File: config.mk
export PLATFORM = sky130hd
export DESIGN_NAME = nt35510_fill_arbiter
export DESIGN_NICKNAME = d
export VERILOG_FILES = /design/src/rtl/nt35510_pkg.sv /design/src/rtl/nt35510_fill_seq.sv /design/src/rtl/nt35510_fill_arbiter.sv
export SDC_FILE = /design/constraint.sdc
export NUM_CORES = 1
export LEC_CHECK = 0
export BUFFER_PORTS_ARGS = -buffer_cell sky130_fd_sc_hd__buf_4
export CAP_MARGIN = 20
export CORE_AREA = 3 3 167 169
export CTS_CLUSTER_SIZE = 30
export DETAILED_ROUTE_END_ITERATION = 7
export DIE_AREA = 0 0 170 172
export PLACE_DENSITY = 0.79
export RECOVER_POWER = 100
export SLEW_MARGIN = 10
export SYNTH_ARGS = -nofsm -noshare
export SYNTH_HDL_FRONTEND = slang
export SYNTH_SLANG_ARGS = --single-unit
File: constraint.sdc
create_clock -name clk -period 18.8 [get_ports clk]
set_input_delay 3.76 -clock clk [delete_from_list [all_inputs] [get_ports clk]]
set_output_delay 3.76 -clock clk [all_outputs]
set_load 0.005 [all_outputs]
File: src/rtl/nt35510_pkg.sv
// Shared definitions for the NT35510 fill arbiter: adapter register offsets,
// DCS command codes and the arbiter state encoding.
package nt35510_pkg;

    localparam logic [31:0] INSTR_OFS = 32'd0;
    localparam logic [31:0] DATA_OFS  = 32'd4;

    localparam logic [15:0] CASET = 16'h2A00;
    localparam logic [15:0] RASET = 16'h2B00;
    localparam logic [15:0] RAMWR = 16'h2C00;

    // Step 0..15 program the window, 16 issues RAMWR, 17 streams pixels.
    localparam logic [4:0] RAMWR_STEP = 5'd16;
    localparam logic [4:0] PIX_STEP   = 5'd17;

    typedef enum logic [2:0] {
        IDLE,
        CPU,
        F_SETUP,
        F_ACCESS,
        F_DONE
    } arb_state_t;

    // Window parameter bytes in transmission order: x0, x1, y0, y1, high byte first.
    function automatic logic [7:0] window_byte(input logic [2:0] idx,
                                               input logic [15:0] x0, x1, y0, y1);
        logic [7:0] b;
        case (idx)
            3'd0:    b = x0[15:8];
            3'd1:    b = x0[7:0];
            3'd2:    b = x1[15:8];
            3'd3:    b = x1[7:0];
            3'd4:    b = y0[15:8];
            3'd5:    b = y0[7:0];
            3'd6:    b = y1[15:8];
            default: b = y1[7:0];
        endcase
        return b;
    endfunction

endpackage

File: src/rtl/nt35510_fill_seq.sv
// Fill-engine sequencer: walks the CASET/RASET/RAMWR preamble and then counts
// pixels, presenting the address/data of the current engine write.
module nt35510_fill_seq
    import nt35510_pkg::*;
#(
    parameter logic [31:0] BASE_ADDR = 32'h0000_0000,
    parameter int          CNT_W     = 20
) (
    input  logic        clk,
    input  logic        rst,
    input  logic        load,
    input  logic        advance,
    input  logic [15:0] x0,
    input  logic [15:0] x1,
    input  logic [15:0] y0,
    input  logic [15:0] y1,
    input  logic [15:0] color,
    output logic [31:0] addr,
    output logic [31:0] wdata,
    output logic        last
);

    logic [15:0]      x0_q, x1_q, y0_q, y1_q, color_q;
    logic [4:0]       step;
    logic [CNT_W-1:0] pix_rem;
    logic [CNT_W-1:0] width, height, area;

    // Pixel count is formed from the live operands so it is ready on the load edge.
    assign width  = CNT_W'(x1) - CNT_W'(x0) + CNT_W'(1);
    assign height = CNT_W'(y1) - CNT_W'(y0) + CNT_W'(1);
    assign area   = width * height;

    // NOTE: sequential state uses non-blocking assignments so every register
    // samples pre-edge values regardless of statement order.
    always_ff @(posedge clk) begin
        if (rst) begin
            x0_q    <= '0;
            x1_q    <= '0;
            y0_q    <= '0;
            y1_q    <= '0;
            color_q <= '0;
            step    <= '0;
            pix_rem <= '0;
        end else if (load) begin
            x0_q    <= x0;
            x1_q    <= x1;
            y0_q    <= y0;
            y1_q    <= y1;
            color_q <= color;
            step    <= '0;
            pix_rem <= area;
        end else if (advance) begin
            if (step != PIX_STEP)
                step <= step + 5'd1;
            else if (pix_rem != '0)
                pix_rem <= pix_rem - CNT_W'(1);
        end
    end

    always_comb begin
        addr  = BASE_ADDR + INSTR_OFS;
        wdata = '0;
        if (!step[4]) begin
            if (step[0]) begin
                addr  = BASE_ADDR + DATA_OFS;
                wdata = {24'd0, window_byte(step[3:1], x0_q, x1_q, y0_q, y1_q)};
            end else begin
                wdata = {16'd0, (step[3] ? RASET : CASET) | {14'd0, step[2:1]}};
            end
        end else if (step == RAMWR_STEP) begin
            wdata = {16'd0, RAMWR};
        end else begin
            addr  = BASE_ADDR + DATA_OFS;
            wdata = {16'd0, color_q};
        end
    end

    // A pixel count truncated to zero ends the sequence at RAMWR.
    assign last = ((step == RAMWR_STEP) && (pix_rem == '0)) ||
                  ((step == PIX_STEP) && (pix_rem == CNT_W'(1)));

endmodule

File: src/rtl/nt35510_fill_arbiter.sv
// Owns the NT35510 adapter APB port, sharing it between CPU pass-through and an
// atomic rectangle-fill engine.
module nt35510_fill_arbiter
    import nt35510_pkg::*;
#(
    parameter logic [31:0] BASE_ADDR = 32'h0000_0000,
    parameter int          CNT_W     = 20
) (
    input  logic        clk,
    input  logic        rst,
    input  logic [31:0] S_paddr,
    input  logic        S_psel,
    input  logic        S_penable,
    input  logic        S_pwrite,
    input  logic [31:0] S_pwdata,
    output logic        S_pready,
    output logic [31:0] S_prdata,
    output logic        S_pslverr,
    output logic [31:0] M_paddr,
    output logic        M_psel,
    output logic        M_penable,
    output logic        M_pwrite,
    output logic [31:0] M_pwdata,
    input  logic        M_pready,
    input  logic [31:0] M_prdata,
    input  logic        fill_start,
    input  logic [15:0] x0,
    input  logic [15:0] x1,
    input  logic [15:0] y0,
    input  logic [15:0] y1,
    input  logic [15:0] color,
    input  logic        fill_abort,
    output logic        fill_busy,
    output logic        fill_done,
    output logic        fill_err
);

    arb_state_t  state, state_next;
    logic        pending, gap, fin, reject;
    logic        done_err, enter_done, start_ok, bad_window, xfer_end, engine_sel;
    logic [31:0] seq_addr, seq_wdata;
    logic        seq_last;

    assign S_pslverr  = 1'b0;
    assign bad_window = (x1 < x0) || (y1 < y0);
    assign start_ok   = fill_start && !fill_busy;
    assign xfer_end   = (state == F_ACCESS) && M_pready;
    assign enter_done = (state_next == F_DONE) && (state != F_DONE);

    nt35510_fill_seq #(
        .BASE_ADDR (BASE_ADDR),
        .CNT_W     (CNT_W)
    ) u_seq (
        .clk     (clk),
        .rst     (rst),
        .load    (start_ok && !bad_window),
        .advance (xfer_end),
        .x0      (x0),
        .x1      (x1),
        .y0      (y0),
        .y1      (y1),
        .color   (color),
        .addr    (seq_addr),
        .wdata   (seq_wdata),
        .last    (seq_last)
    );

    always_ff @(posedge clk) begin
        if (rst) state <= IDLE;
        else     state <= state_next;
    end

    // NOTE: every combinational output gets a default first so no path leaves
    // it unassigned and infers a latch.
    always_comb begin
        state_next = state;
        done_err   = 1'b0;
        case (state)
            IDLE: begin
                if (S_psel) begin
                    state_next = CPU;
                end else if (pending) begin
                    state_next = fill_abort ? F_DONE : F_SETUP;
                    done_err   = fill_abort;
                end
            end
            CPU: begin
                if (S_psel && S_penable && M_pready) state_next = IDLE;
            end
            F_SETUP: begin
                // gap marks the mandatory idle cycle: the only point where the
                // engine may finish or honour an abort.
                if (!gap) begin
                    state_next = F_ACCESS;
                end else if (fin) begin
                    state_next = F_DONE;
                end else if (fill_abort) begin
                    state_next = F_DONE;
                    done_err   = 1'b1;
                end
            end
            F_ACCESS: begin
                if (M_pready) state_next = F_SETUP;
            end
            F_DONE:  state_next = IDLE;
            default: state_next = IDLE;
        endcase
    end

    always_comb begin
        engine_sel = ((state == F_SETUP) && !gap) || (state == F_ACCESS);
        M_paddr    = S_paddr;
        M_psel     = S_psel;
        M_penable  = S_penable;
        M_pwrite   = S_pwrite;
        M_pwdata   = S_pwdata;
        S_pready   = M_pready;
        S_prdata   = M_prdata;
        if (state inside {F_SETUP, F_ACCESS, F_DONE}) begin
            M_paddr   = seq_addr;
            M_psel    = engine_sel;
            M_penable = (state == F_ACCESS);
            M_pwrite  = engine_sel;
            M_pwdata  = seq_wdata;
            S_pready  = 1'b0;
            S_prdata  = '0;
        end
    end

    always_ff @(posedge clk) begin
        if (rst) begin
            pending   <= 1'b0;
            gap       <= 1'b0;
            fin       <= 1'b0;
            reject    <= 1'b0;
            fill_busy <= 1'b0;
            fill_done <= 1'b0;
            fill_err  <= 1'b0;
        end else begin
            gap       <= xfer_end;
            fill_done <= 1'b0;
            fill_err  <= 1'b0;
            if (xfer_end) fin <= seq_last;
            if ((state == IDLE) && !S_psel && pending) pending <= 1'b0;
            // An empty window never reaches the bus; it completes one cycle after capture.
            if (reject) begin
                reject    <= 1'b0;
                fill_done <= 1'b1;
                fill_err  <= 1'b1;
                fill_busy <= 1'b0;
            end
            if (enter_done) begin
                fill_done <= 1'b1;
                fill_err  <= done_err;
                fill_busy <= 1'b0;
            end
            if (start_ok) begin
                fill_busy <= 1'b1;
                fin       <= 1'b0;
                if (bad_window) reject  <= 1'b1;
                else            pending <= 1'b1;
            end
        end
    end

endmodule

==> impl_metrics.tcl, run 1 <==
set metrics [dict create \
    outcome "complete, but fails checks" \
    violations "max-capacitance violations, max-slew violations" \
    synth_area_leaders "fa_1, dfxtp_1, ha_1" \
    dpl.hpwl_um 38680 \
    hp-class "reg -> reg" \
    grt_max_degree 93 \
    ioPinCount 288 \
    core.rowCount 60 \
    finalSetupViolCount 0 \
    die_h_um 172 \
    grt_pass1_wl_um 73120 \
    ys_ff_latch 115 \
    fmax_mhz 78.94 \
    max_stage_delay_ns 0.56 \
    fin_crit_ns 12.67 \
    instances_no_fill 2473 \
    worst_clock_skew_ns 0.02041 \
    synth-edff-count 0 \
    synth-main-ff-cell "dfxtp_1" \
    syn_avg_cell_area_um2 7.760 \
    antenna_found_initial 6 \
    io_buffers 286 \
    cp_data_required_time_ns 19.15 \
    slew_headroom -1.558 \
    slowest_stage "fa_1" \
    final_cell_mix "nand2_1, inv_1, buf_4" \
    synth_top_area_frac 0.1917 \
    root_buffer "clkbuf_16" \
    finalCritPeriodShare 0.6738 \
    synth.largest_area_cell "fa_1" \
    vias_per_cell 5.683 \
    netlist_area_mm2 0.01452 \
    num_vias 14050 \
    gp_congestion 0.9714 \
    die_area_mm2 0.02924 \
    fin_tns_setup_ns 0 \
    final-hold-violation-count 0 \
    start_kind "input port" \
    tightest_slew_ns 3.837 \
    cts_setup_buffers 0 \
    crit_arrival_ns 13.01 \
    drtPass1Iterations 6 \
    async_flop_share 0 \
    ys_warn_count 0 \
    ant_nets 0 \
    final_common_cell "nand2_1" \
    yosysSeqAreaShare 0.1586 \
    start_util 0.5433 \
    ctsHoldBuffers 0 \
    drc 0 \
    drive_gt1_frac 0.1608 \
    cpMostUsedCell "fa_1" \
    cts_max_level 4 \
    rsz0062_at_grt "no" \
    final_nets 2546 \
    path_class "in -> reg" \
    grt_overflow 0 \
    insertion_delay_ns 0.43 \
    clock_path_buffers 2 \
    cts.sinks 115 \
    grt_pass1_vias 13890 \
    routedWlPerCell_um 19.74 \
    synth_nets 2302 \
    grtUsageTotal 0.3232 \
    cts_tree "done" \
    wl_um 48830 \
    area_growth_pct 19.78 \
    core_area_mm2 0.02673 \
    cts_resized 0 \
    clk_pin_slew_ns 0.07 \
    crit_path_max_fanout 7 \
    synth_cells 1871 \
    max-cap-violations 2 \
    slew_viol_final 138 \
    die_w_um 170 \
    dp.cells 2436 \
    endpoint_kind "flop" \
    drt-initial-drc-count 1346 \
    ys_types 87 \
    cts_buffers 17 \
]
## registers in the layout, summed over array words and instances, names as in the netlist
| register | flops |
|---|---|
| u_seq.x0_q | 16 |
| u_seq.y1_q | 16 |
| u_seq.pix_rem | 20 |
| reject | 1 |
| u_seq.step | 5 |
| fill_err | 1 |
| state | 3 |
| fill_busy | 1 |
| fill_done | 1 |
| gap | 1 |
| pending | 1 |
| fin | 1 |
| u_seq.y0_q | 16 |
| u_seq.color_q | 16 |
| u_seq.x1_q | 16 |
## worst max-delay path: cells and delay by family
kind,cells,cell delay [ns]
buffers and inverters,4,0.35
adders and majority gates,9,4.12
AOI/OAI and AO/OA,5,1.49
xor gates and xnor gates,10,2.64
and+or+nand+nor,3,0.64
## synthesized netlist by cell type (29+ instances only)
master	n
nor3_1	36
o21ai_0	29
inv_1	254
a21oi_1	137
ha_1	108
and2_1	104
fa_1	139
xor2_1	42
clkbuf_1	72
xnor2_1	75
dfxtp_1	115
nor2_1	187
nand2_1	296
## metrics by stage
stage	worst slack, ns	cell area [um2]	hold slack (ns)	util
final	6.132	17390	0.4585	0.6507
after global routing	5.536	17390	0.4753	0.6505
after CTS	6.447	17510	0.4555	0.6553
after detailed placement	6.031	16880	0.4445	0.6317
after global placement	6.233	16880	0.4383	0.6317
after floorplan	6.908	14520	0.4285	-
## kinds of logic (layout without fill, tap and decap cells)
logic type,Yosys count,count (layout),share of synthesized area
adders and majority gates,247,247,0.2847
buffers and inverters,339,595,0.09169
other,1,6,0.0002583
xor gates and xnor gates,127,127,0.08635
muxes,18,18,0.01948
AOI/OAI and AO/OA,285,285,0.1244
DFF,115,115,0.1586
and+or+nand+nor,739,739,0.2345
## routing by layer
layer	track usage	part of all wire	vias to the layer above
li1	-	-	6494
met1	0.3835	0.37	6698
met2	0.5400	0.48	697
met3	0.07545	0.097	162
met4	0.1880	0.060	2
met5	0	0.00035	-
## final timing paths
path | start | endpoint | slack, ns | cells past startpoint
max | x1[0] | u_seq.pix_rem[19]$_SDFFE_PP0P_ | 6.13 | 31
min | u_seq.x0_q[11]$_SDFFE_PP0P_ | u_seq.x0_q[11]$_SDFFE_PP0P_ | 0.46 | 2
max reg2reg | fill_busy$_SDFFE_PP0P_ | u_seq.color_q[10]$_SDFFE_PP0P_ | 13.09 | 5
min reg2reg | u_seq.x0_q[11]$_SDFFE_PP0P_ | u_seq.x0_q[11]$_SDFFE_PP0P_ | 0.46 | 2
## final cells by class
type	count	area, um2
multi-input combinational	1417	10880
fill	2339	9335
sequential	115	2302
timing repair buffer	307	2173
inverter	257	964.7
tap	341	426.7
clock buffer	17	425.4
clock inverter	14	205.2
antenna	5	12.51
Power of run 1 is not shown: default switching activity piles up to over one toggle a cycle in this logic, so the estimate is an artifact.
==> run 2, diff against run 1 <==
--- a/config.mk
+++ b/config.mk
@@ -7,11 +7,11 @@
 export LEC_CHECK = 0
 export BUFFER_PORTS_ARGS = -buffer_cell sky130_fd_sc_hd__buf_4
 export CAP_MARGIN = 20
-export CORE_AREA = 3 3 167 169
+export CORE_AREA = 3 3 172 174
 export CTS_CLUSTER_SIZE = 30
 export DETAILED_ROUTE_END_ITERATION = 7
-export DIE_AREA = 0 0 170 172
-export PLACE_DENSITY = 0.79
+export DIE_AREA = 0 0 175 177
+export PLACE_DENSITY = 0.78
 export RECOVER_POWER = 100
 export SLEW_MARGIN = 10
 export SYNTH_ARGS = -nofsm -noshare
==> constraint.sdc (replaced) <==
create_clock -name clk -period 10.5 [get_ports clk]
set_input_delay 2.1 -clock clk [delete_from_list [all_inputs] [get_ports clk]]
set_output_delay 2.1 -clock clk [all_outputs]
set_load 0.005 [all_outputs]
==> run 2 against run 1 <==
The run still ends with max-capacitance violations, max-slew violations left. Wire length decreased by 2.6%. Clock skew decreased by 0.0087 ns. Via count increased by 0.26%. Register-to-register slack got worse by 6.5 ns.
==> impl_metrics.tcl, run 2 (synthesized netlist as in run 1, its figures left out) <==
set metrics [dict create \
    cts.sinks 115 \
    hold_slack_ns 0.4549 \
    endpoint_kind "flop" \
    vias_per_cell 5.442 \
    tightest_slew_ns 3.797 \
    crit_path_max_fanout 4 \
    gp_congestion 0.9596 \
    final_nets 2629 \
    start_util 0.5198 \
    finalSetupViolCount 0 \
    io_buffers 286 \
    grt_max_degree 99 \
    finalCritPeriodShare 0.9601 \
    slew_viol_final 184 \
    worst_clock_skew_ns 0.01170 \
    grt_overflow 0 \
    worst_slack_ns 0.4193 \
    stdcell_area_mm2 0.01815 \
    die_area_mm2 0.03098 \
    final_cell_mix "buf_4, nand2_1, inv_1" \
    crit_arrival_ns 10.43 \
    grt_pass1_wl_um 73330 \
    max-cap-violations 2 \
    insertion_delay_ns 0.43 \
    ant_nets 0 \
    cts_tree "done" \
    root_buffer "clkbuf_16" \
    grtUsageTotal 0.3004 \
    die_h_um 177 \
    drive_gt1_frac 0.2014 \
    slew_headroom -1.531 \
    wl_um 47550 \
    max_stage_delay_ns 0.51 \
    area_growth_pct 25.03 \
    final_common_cell "buf_4" \
    drtPass1Iterations 8 \
    fmax_mhz 99.20 \
    fin_crit_ns 10.08 \
    slowest_stage "fa_1" \
    core.rowCount 61 \
    final-hold-violation-count 0 \
    cp_data_required_time_ns 10.84 \
    ioPinCount 288 \
    largest_reg_flops 20 \
    clk_pin_slew_ns 0.06 \
    cts_max_level 4 \
    grt_pass1_vias 13920 \
    dpl.hpwl_um 38150 \
    top_register "u_seq.pix_rem" \
    rsz0062_at_grt "no" \
    worst-path-buf-inv 7 \
    antenna_found_initial 3 \
    pre_cts_ws_ns -0.1868 \
    dpl-instance-area_mm2 0.01757 \
    violations "max-capacitance violations, max-slew violations" \
    cpMostUsedCell "fa_1" \
    cts_buffers 17 \
    hp-class "reg -> reg" \
    core_area_mm2 0.02793 \
    start_kind "input port" \
    outcome "complete, but fails checks" \
    die_w_um 175 \
    clock_path_buffers 2 \
    path_class "in -> reg" \
    drc 0 \
    final_core_util 0.6499 \
    routedWlPerCell_um 18.37 \
    num_vias 14090 \
    cp_top_family "adder cells" \
    drt-initial-drc-count 1309 \
]
run 2: worst paths after layout:
path	start	endpoint	slack [ns]	cells after the start
worst max-delay path	x0[0]	u_seq.pix_rem[19]$_SDFFE_PP0P_	0.42	34
worst min-delay path	u_seq.y0_q[15]$_SDFFE_PP0P_	u_seq.y0_q[15]$_SDFFE_PP0P_	0.45	2
worst max register to register	u_seq.step[1]$_SDFFE_PP0P_	u_seq.pix_rem[13]$_SDFFE_PP0P_	6.63	12
worst min register to register	u_seq.y0_q[15]$_SDFFE_PP0P_	u_seq.y0_q[15]$_SDFFE_PP0P_	0.45	2
run 2: through the flow:
step                      TNS [ns]  instances
after floorplan                  0       1871
final                            0       2589
after global routing             0       2589
after detailed placement   -0.1868       2554
after global placement    -0.09303       2554
after CTS                        0       2585
run 2: area by class of cell:
cell class                      count  area [um2]
Timing Repair Buffer              390        2840
Tap cell                          378       473.0
Multi-Input combinational cell   1417       10990
Clock inverter                     11       128.9
Antenna cell                        1       2.502
Sequential cell                   115        2302
Clock buffer                       20       456.7
Inverter                          257       964.7
Fill cell                        2422        9781
run 2: worst reg2reg max path, stage by stage, from the launching register on:
cell	delay, ns
dfxtp_1	0.29
clkbuf_1	0.48
clkinv_1	0.44
ha_1	0.20
and3_1	0.22
nand2_1	0.11
a31o_2	0.27
nor4_1	0.59
nand2b_1	0.37
nor4_1	0.31
xor2_1	0.19
nand2_1	0.07
a21oi_1	0.25
run 2: what timing repair did:
action                     4_1_cts  5_1_grt
hold buffers                     0        0
resized for setup                0       14
setup endpoints to repair        0        1
buffers inserted                 0        3
run 2: routing by layer:
metal	track usage	vias up	wire [um]
li1	-	6665	-
met1	0.3906	6649	18970
met2	0.4919	653	22200
met3	0.07572	122	4935
met4	0.09907	0	1441
met5	0	-	0
Power of run 2 is left out for the same reason.
==> run 3, diff against run 2 <==
--- a/config.mk
+++ b/config.mk
@@ -7,13 +7,14 @@
 export LEC_CHECK = 0
 export BUFFER_PORTS_ARGS = -buffer_cell sky130_fd_sc_hd__buf_4
 export CAP_MARGIN = 20
-export CORE_AREA = 3 3 172 174
+export CORE_AREA = 3 3 179 181
 export CTS_CLUSTER_SIZE = 30
 export DETAILED_ROUTE_END_ITERATION = 7
-export DIE_AREA = 0 0 175 177
-export PLACE_DENSITY = 0.78
+export DIE_AREA = 0 0 182 184
+export PLACE_DENSITY = 0.79
 export RECOVER_POWER = 100
 export SLEW_MARGIN = 10
 export SYNTH_ARGS = -nofsm -noshare
 export SYNTH_HDL_FRONTEND = slang
+export SYNTH_HIERARCHICAL = 1
 export SYNTH_SLANG_ARGS = --single-unit
==> run 3 against run 2 <==
The run still ends with max-capacitance violations, max-slew violations left. Die area up 8.1%. Worst setup slack worse by 0.073 ns. Via count up 6.1%. Core utilization down 1.6 points. Clock skew up 0.0065 ns. Sequential cell count unchanged. Worst hold slack better by 0.035 ns. Critical path type unchanged. Clock-buffer cell count down 3. Cell count up 3.2%.
==> impl_metrics.tcl, run 3 <==
set metrics [dict create \
    outcome "complete, but fails checks" \
    violations "max-capacitance violations, max-slew violations" \
    hold_slack_ns 0.4896 \
    synthMostInstantiatedCell "inv_1" \
    final_core_util 0.6344 \
    grt_pass1_wl_um 79230 \
    tightest_slew_ns 3.582 \
    clk_pin_slew_ns 0.06 \
    die_w_um 182 \
    area_growth_pct 19.81 \
    max-cap-violations 2 \
    synth_commonest_cells "inv_1, nor2_1, fa_1" \
    n_fill_cell 2584 \
    ant_nets 0 \
    routedWlPerCell_um 19.26 \
    clock_path_buffers 2 \
    synth.largest_area_cell "fa_1" \
    synth_top_area_frac 0.1767 \
    worst_slack_ns 0.3462 \
    hp-class "reg -> reg" \
    pre_cts_ws_ns -0.04772 \
    cts_tree "done" \
    drc 0 \
    multiInputGateArea_mm2 0.01227 \
    final_cell_mix "inv_1, nor2_1, buf_4" \
    synth-edff-count 0 \
    crit_arrival_ns 10.49 \
    ys_ff_latch 115 \
    num_vias 14940 \
    final_common_cell "inv_1" \
    io_buffers 286 \
    cts.sinks 115 \
    fin_crit_ns 10.15 \
    yosysSeqAreaShare 0.1421 \
    core.rowCount 64 \
    synth_cells 1962 \
    drive_gt1_frac 0.2101 \
    fin_tns_setup_ns 0 \
    die_h_um 184 \
    cts_max_level 4 \
    synth-main-ff-cell "dfxtp_1" \
    root_buffer "clkbuf_16" \
    grtUsageTotal 0.2972 \
    path_class "in -> reg" \
    die_area_mm2 0.03349 \
    ys_warn_count 6 \
    endpoint_kind "flop" \
    crit_path_max_fanout 8 \
    n_antenna_cell 0 \
    ctsHoldBuffers 0 \
    wl_um 51450 \
    whs_endpoint "u_seq/x1_q[8]$_SDFFE_PP0P_" \
    start_util 0.5295 \
    netlist_area_mm2 0.01620 \
    grt_overflow 0 \
    vias_per_cell 5.594 \
    slew_viol_final 109 \
    final-hold-violation-count 0 \
    ff_latch_area_mm2 0.002302 \
    whs_path_depth 2 \
    async_flop_share 0 \
    regToRegSetupSlack_ns 5.12 \
    slew_headroom -1.388 \
    syn_avg_cell_area_um2 8.255 \
    final_nets 2728 \
    rr_startpoint "fill_busy$_SDFFE_PP0P_" \
    cts_setup_buffers 0 \
    drtPass1Iterations 6 \
    drt-initial-drc-count 1593 \
    cts_buffers 17 \
    hold_path.startpoint "u_seq/x1_q[8]$_SDFFE_PP0P_" \
    insertion_delay_ns 0.43 \
    finalSetupViolCount 0 \
    antenna_found_initial 2 \
    ys_types 82 \
    dpl.hpwl_um 41280 \
    top_register "u_seq/pix_rem" \
    cp_data_required_time_ns 10.84 \
    largest_reg_flops 20 \
    finalCritPeriodShare 0.9670 \
    grt_max_degree 76 \
    fmax_mhz 98.49 \
    worst_clock_skew_ns 0.01822 \
    ioPinCount 288 \
    grt_pass1_vias 14700 \
    core_area_mm2 0.03059 \
    start_kind "input port" \
    r2r_cells 6 \
    reg2reg_to "u_seq/pix_rem[18]$_SDFFE_PP0P_" \
    gp_congestion 0.9629 \
    synth_area_leaders "fa_1, dfxtp_1, ha_1" \
]
## run 3: changes by cell type in the layout (fill, tap and decap cells not counted), sizes merged, moves of 46 or more
cell   previous run  this run
conb              1        48
mux2              2        68
inv             256       302
nand2           297       109
nor2            188       278
a21oi           138        65
mux2i             8        90
## run 3: how the worst max path moves through the flow
stage	end	depth (start not counted)	startpoint	slack, ns
floorplan	u_seq/pix_rem[19]$_SDFFE_PP0P_	35	y1[0]	0.59
global placement	u_seq/pix_rem[19]$_SDFFE_PP0P_	26	y0[7]	0.13
detailed placement	u_seq/pix_rem[19]$_SDFFE_PP0P_	36	y0[0]	-0.05
CTS	u_seq/pix_rem[19]$_SDFFE_PP0P_	36	y0[0]	0.30
global route	u_seq/pix_rem[19]$_SDFFE_PP0P_	32	x1[0]	-0.005
finish	u_seq/pix_rem[19]$_SDFFE_PP0P_	26	y0[7]	0.35
## run 3: timing repair
action,4_1_cts,5_1_grt
resized for setup,0,3
setup endpoints to repair,0,1
hold endpoints to repair,0,0
## run 3: per-layer routing
layer,track usage,share of wire,up-vias
li1,-,-,6896
met1,0.4256,0.43,7230
met2,0.4553,0.46,725
met3,0.06688,0.096,89
met4,0.07831,0.021,2
met5,0,0.00021,-
## run 3: logic make-up after synthesis
group,Yosys count,synth area share
flops,115,0.1421
other cells,2,0.0004637
fa+ha+maj,282,0.2841
buf+inv,419,0.1119
mux,163,0.1098
xor+xnor,119,0.06783
simple gates,626,0.1860
compound gates,236,0.09765
## run 3: cell type report
| type | count | area share |
|---|---|---|
| multi-input cells | 1474 | 0.6322 |
| well taps | 396 | 0.02553 |
| clock inverters | 15 | 0.009736 |
| clock buffers | 17 | 0.02192 |
| inverters | 294 | 0.05687 |
| flip-flops and latches | 115 | 0.1186 |
| repair buffers | 360 | 0.1351 |
## run 3: worst max-delay path: stages
cell and delay, ns:
buf_4 0.13, inv_1 0.05, ha_1 0.46, a21oi_1 0.57, nand4b_1 0.22, o311ai_1 0.78
nor3_1 0.16, xnor2_1 0.75, nand2_1 0.20, fa_1 0.55, fa_1 0.57, fa_1 0.43
fa_1 0.52, fa_1 0.43, fa_1 0.39, xor2_1 0.16, xnor2_1 0.19, xnor2_1 0.16
xnor2_1 0.16, xnor2_1 0.16, xnor2_1 0.15, xnor2_1 0.15, xnor2_1 0.11, xnor2_1 0.25
xnor3_1 0.46, a211oi_2 0.22
## run 3: stage by stage
step                      std cells  area, um2
after global routing           2671      19400
after floorplan                2008      16370
after CTS                      2671      19480
after global placement         2638      18860
after detailed placement       2639      18870
final                          2671      19400
Power of run 3 is left out for the same reason.
